==> src/rtl/truth_table_sweeper_pkg.sv <==
// Shared types and sizes for the 4-input truth-table sweep-and-check stage.
package tt_pkg;

   localparam int NUM_VECTORS = 16;
   localparam int IDX_W       = 4;

   typedef enum logic [1:0] {
      IDLE   = 2'd0,
      DRIVE  = 2'd1,
      FINISH = 2'd2
   } state_t;

endpackage

==> src/rtl/truth_table_sweeper_hold_counter.sv <==
// Dwell counter for one input combination; o_last marks the cycle whose
// following edge samples the DUT output.
module hold_counter #(
   parameter int HOLD_CYCLES = 4
) (
   input  logic i_clk,
   input  logic i_rst,
   input  logic i_clr,
   input  logic i_en,
   output logic o_last
);

   localparam logic [7:0] LAST = 8'(HOLD_CYCLES - 1);

   logic [7:0] r_cnt;
   logic       w_last;

   assign w_last = (r_cnt == LAST);
   assign o_last = w_last;

   always_ff @(posedge i_clk or posedge i_rst) begin
      if (i_rst) begin
         r_cnt <= 8'd0;
      end else if (i_clr) begin
         r_cnt <= 8'd0;
      end else if (i_en) begin
         r_cnt <= w_last ? 8'd0 : r_cnt + 8'd1;
      end
   end

endmodule

==> src/rtl/truth_table_sweeper.sv <==
// Steps {x,y,w,z} through 0..15, captures f per combination and compares the
// captured truth table with a table latched at start.
module truth_table_sweeper
   import tt_pkg::*;
#(
   parameter int HOLD_CYCLES = 4
) (
   input  logic        clk,
   input  logic        rst,
   input  logic        start,
   input  logic [15:0] expected_tt,
   input  logic        f,
   output logic        x,
   output logic        y,
   output logic        w,
   output logic        z,
   output logic        busy,
   output logic        done,
   output logic        pass,
   output logic [15:0] truth_table,
   output logic [4:0]  mismatch_count,
   output logic [3:0]  first_mismatch
);

   localparam logic [IDX_W-1:0] LAST_IDX = IDX_W'(NUM_VECTORS - 1);

   state_t           r_state;
   logic [IDX_W-1:0] r_idx;
   logic [IDX_W-1:0] r_vec;
   logic [15:0]      r_exp;
   logic [15:0]      r_tt;
   logic [4:0]       r_cnt;
   logic [3:0]       r_first;
   logic             r_busy;
   logic             r_done;
   logic             r_pass;

   logic             w_accept;
   logic             w_last;
   logic             w_sample;
   logic             w_miss;
   logic [4:0]       w_cnt_nxt;

   assign w_accept  = (r_state == IDLE) && start;
   assign w_sample  = (r_state == DRIVE) && w_last;
   assign w_miss    = f ^ r_exp[r_idx];
   assign w_cnt_nxt = r_cnt + {4'd0, w_miss};

   hold_counter #(
      .HOLD_CYCLES(HOLD_CYCLES)
   ) u_hold (
      .i_clk (clk),
      .i_rst (rst),
      .i_clr (w_accept),
      .i_en  (r_state == DRIVE),
      .o_last(w_last)
   );

   always_ff @(posedge clk or posedge rst) begin
      if (rst) begin
         r_state <= IDLE;
         r_idx   <= '0;
         r_vec   <= '0;
         r_exp   <= '0;
         r_tt    <= '0;
         r_cnt   <= '0;
         r_first <= '0;
         r_busy  <= 1'b0;
         r_done  <= 1'b0;
         r_pass  <= 1'b0;
      end else begin
         r_done <= 1'b0;
         case (r_state)
            IDLE: begin
               if (start) begin
                  r_state <= DRIVE;
                  r_idx   <= '0;
                  r_vec   <= '0;
                  r_exp   <= expected_tt;
                  r_tt    <= '0;
                  r_cnt   <= '0;
                  r_first <= '0;
                  r_pass  <= 1'b0;
                  r_busy  <= 1'b1;
               end
            end
            DRIVE: begin
               if (w_sample) begin
                  r_tt[r_idx] <= f;
                  r_cnt       <= w_cnt_nxt;
                  // Count still zero means this is the first miss of the sweep.
                  if (w_miss && (r_cnt == 5'd0)) begin
                     r_first <= r_idx;
                  end
                  if (r_idx == LAST_IDX) begin
                     r_state <= FINISH;
                     r_done  <= 1'b1;
                     r_pass  <= (w_cnt_nxt == 5'd0);
                  end else begin
                     r_idx <= r_idx + 1'b1;
                     r_vec <= r_idx + 1'b1;
                  end
               end
            end
            FINISH: begin
               r_state <= IDLE;
               r_busy  <= 1'b0;
               r_vec   <= '0;
            end
            default: begin
               r_state <= IDLE;
            end
         endcase
      end
   end

   assign {x, y, w, z}   = r_vec;
   assign busy           = r_busy;
   assign done           = r_done;
   assign pass           = r_pass;
   assign truth_table    = r_tt;
   assign mismatch_count = r_cnt;
   assign first_mismatch = r_first;

endmodule

==> config.mk <==
export PLATFORM = sky130hd
export DESIGN_NAME = truth_table_sweeper
export DESIGN_NICKNAME = d
export VERILOG_FILES = /design/src/rtl/truth_table_sweeper_pkg.sv /design/src/rtl/truth_table_sweeper_hold_counter.sv /design/src/rtl/truth_table_sweeper.sv
export SDC_FILE = /design/constraint.sdc
export NUM_CORES = 1
export LEC_CHECK = 0
export ABC_AREA = 1
export ABC_CLOCK_PERIOD_IN_PS = 2500
export CORE_MARGIN = 4
export CORE_UTILIZATION = 53
export CTS_BUF_LIST = sky130_fd_sc_hd__clkbuf_4 sky130_fd_sc_hd__clkbuf_8
export DETAILED_ROUTE_END_ITERATION = 6
export HOLD_SLACK_MARGIN = 0.03
export PLACE_DENSITY = 0.75
export SLEW_MARGIN = 20
export SYNTH_ARGS = -nofsm -noshare
export SYNTH_HDL_FRONTEND = slang
export SYNTH_SLANG_ARGS = --single-unit
==> constraint.sdc <==
create_clock -name clk -period 2.5 [get_ports clk]
set_input_delay 0.25 -clock clk [delete_from_list [all_inputs] [get_ports clk]]
set_output_delay 0.25 -clock clk [all_outputs]
set_load 0.02 [all_outputs]
==> out/metrics.yaml <==
antenna_cells: 0
worst_pin_slew_ps: 712
startpoint_type: "register"
grt_max_degree: 36
io_buffers: 51
stdcell_area_um2: 4010
rows: 28
firstDrtPassIters: 4
dpl_cell_area_um2: 3760
globalRouteTotalUtil_pct: 21.7
setup_viol: 0
htreeDepth: 3
grt_use_met3_pct: 5.57
critPathTopFamily: "simple AND/OR/NAND/NOR gates"
maxCapViolCount: 0
whs_ps: 238
synth_ff_type: "dfrtp_1"
crit_path_max_fanout: 4
synth_compound_area_share_pct: 17.0
drv_slew: 0
root_buffer: "clkbuf_8"
slew_headroom_pct: 52.5
drtIter0Drc: 154
cp.required_ps: 2740
vias: 2722
overflow: 0
synthAdderAreaFrac_pct: 2.73
antenna_found_initial: 0
grt_pass1_wl_um: 12400
synthMuxAreaShare_pct: 0
hold_viol_final: 0
layout_common_cells: "nand2_1 (59), dfrtp_1 (59), nor2_1 (53), clkdlybuf4s50_1 (51), inv_1 (40)"
drtAntennaViolNets: 0
slowest_stage: "dfrtp_2"
syn_area_per_cell_um2: 8.83
worstSetupPathType: "reg2reg"
synthCells: 363
wl_per_cell_um: 14.4
synth_xor_area_share_pct: 2.19
fmax_mhz: 425
place_ws_ps: 55.6
cts.clk_slew.worst_paths_ps: 70
finClkSkew_ps: 7.28
die_x_um: 85.8
crit_chain: "buf_4 -> nand2_1 -> nand3_1 -> nand2_1 -> nand2_1 -> nand2_1 -> nor2_1 -> nand2_1 -> and2_1 -> ha_1 -> ha_2 -> nand3_2 -> xor2_1 -> nand4_1 -> o31ai_1"
rr_worst_depth: 15
clkLatencyLatePin_ps: 330
pin_count: 52
synth-simple-area-share_pct: 20.7
synth.distinct_cells: 39
cts.sinks: 62
final_nets: 450
critPathCaptureType: "register"
reg2reg_to: "pass$_DFFE_PP0P_"
fin_crit_sh_pct: 94.2
drt-vias-per-instance: 5.42
ys_seq_area_share_pct: 48.4
async_flop_share_pct: 100
drive_above_1_share_pct: 15.5
grt.met2_usage_pct: 34.3
drt_wl_total_um: 7220
cp-startpoint: "r_idx[0]$_DFFE_PP0P_"
path_buf_inv: 1
yosys_warnings: 0
top_usage_layer: "met2"
rrSetupSlack_ps: 140
dp_hpwl_um: 5300
grt_pass1_vias: 2569
period_minus_slack_ps: 2360
worstPathArrival_ps: 2590
synth_top_family_by_area: "simple AND/OR/NAND/NOR gates"
drc: 0
start_util_pct: 54.5
vdd_drop_max_v: 0.000712
crit_path_frequent_cell: "nand2_1"
cellLeakagePower_nw: 1.85
p_per_area_nw_per_um2: 1260
clk_path_buf_depth: 2
cts_tree: "done"
fin_ws_ps: 145
r2r_start: "r_idx[0]$_DFFE_PP0P_"
die_y_um: 85.8
syn-num-nets: 390
status: "complete, no violations"
cpPeakStageDelay_ps: 420
dieArea_um2: 7360
coreArea_um2: 5890
synth_edf_count: 0
synth_area_um2: 3210
syn_to_final_growth_pct: 25.1
ys_ff_latch: 62
grt_use_met1_pct: 29.3
worstHoldPathType: "in2async"
cts_made_buffers: 9
num-fill-cells: 483
gp_congestion: 0.892
==> Yosys cell counts (2+ instances only) <==
master	instances	area (um2)
inv_1	41	154
xnor2_1	2	17.5
o22ai_1	8	50.1
nand4_1	2	12.5
buf_1	3	11.3
a21oi_1	19	95.1
nor3_1	2	10.0
dfrtp_1	62	1550
buf_2	3	15.0
inv_2	5	18.8
o21ai_2	17	149
nand2_4	2	22.5
a32o_1	15	150
xor2_1	6	52.6
nand2_1	59	221
o21ai_0	9	45.0
ha_1	7	87.6
nand3_1	23	115
nor2_1	53	199
nand2_2	2	12.5
buf_4	2	15.0
o31ai_1	2	15.0
clkinv_1	3	11.3
==> layer usage <==
| layer | share of wire, % | vias to the layer above | wire [um] |
|---|---|---|---|
| met1 | 44 | 1309 | 3180 |
| met4 | 2.0 | 0 | 145 |
| met5 | 0 | - | 0 |
| li1 | - | 1324 | - |
| met3 | 5.1 | 12 | 369 |
| met2 | 49 | 77 | 3520 |
==> layout make-up <==
cell class | instances | area, um2 | area share [%]
clock buffer | 15 | 194 | 4.84
inverter | 50 | 198 | 4.93
tap | 75 | 93.8 | 2.34
timing repair buffer | 62 | 597 | 14.9
sequential | 62 | 1560 | 38.8
multi-input combinational | 238 | 1370 | 34.2
==> kinds of logic after synthesis <==
kind of cell | after synthesis
flip-flops | 62
AO/OA/AOI/OAI | 74
buffers and inverters | 63
adder cells (fa/ha/maj) | 7
AND/OR/NAND/NOR | 149
XOR/XNOR | 8
==> registers in the layout (all words and copies together) (netlist names) <==
signal / cells
truth_table: 16
r_state: 2
mismatch_count: 5
first_mismatch: 4
done: 1
r_exp: 16
r_vec: 4
u_hold.r_cnt: 8
pass: 1
busy: 1
r_idx: 4
==> report_power, final <==
part           total (mW)  internal [mW]  switching, mW
logic                2.55           1.01           1.54
registers            1.66           1.40          0.251
clock network       0.853          0.486          0.367
==> how the worst max path moves through the flow <==
stage	to	slack, ps	depth (start not counted)
2_1_floorplan	pass$_DFFE_PP0P_	310	16
3_3_place_gp	pass$_DFFE_PP0P_	180	15
3_5_place_dp	pass$_DFFE_PP0P_	60	15
4_1_cts	pass$_DFFE_PP0P_	40	15
5_1_grt	pass$_DFFE_PP0P_	-30	15
6_report	pass$_DFFE_PP0P_	140	15
==> per-stage QoR <==
step	TNS (ps)	total power, mW	utilization [%]	instances
floorplan	0	3.38	-	363
global placement	0	4.09	63.9	482
detailed placement	0	4.16	63.9	482
CTS	0	5.02	67.2	497
global route	-34.6	5.47	68.1	502
finish	0	5.06	68.1	502
==> repair_timing <==
item,in CTS,in global routing
hold buffers,0,0
hold endpoints to repair,0,0
resized for setup,0,9
endpoints found under the setup margin,0,2
buffers inserted,0,5
No activity file was read; power rests on OpenSTA's default activity.
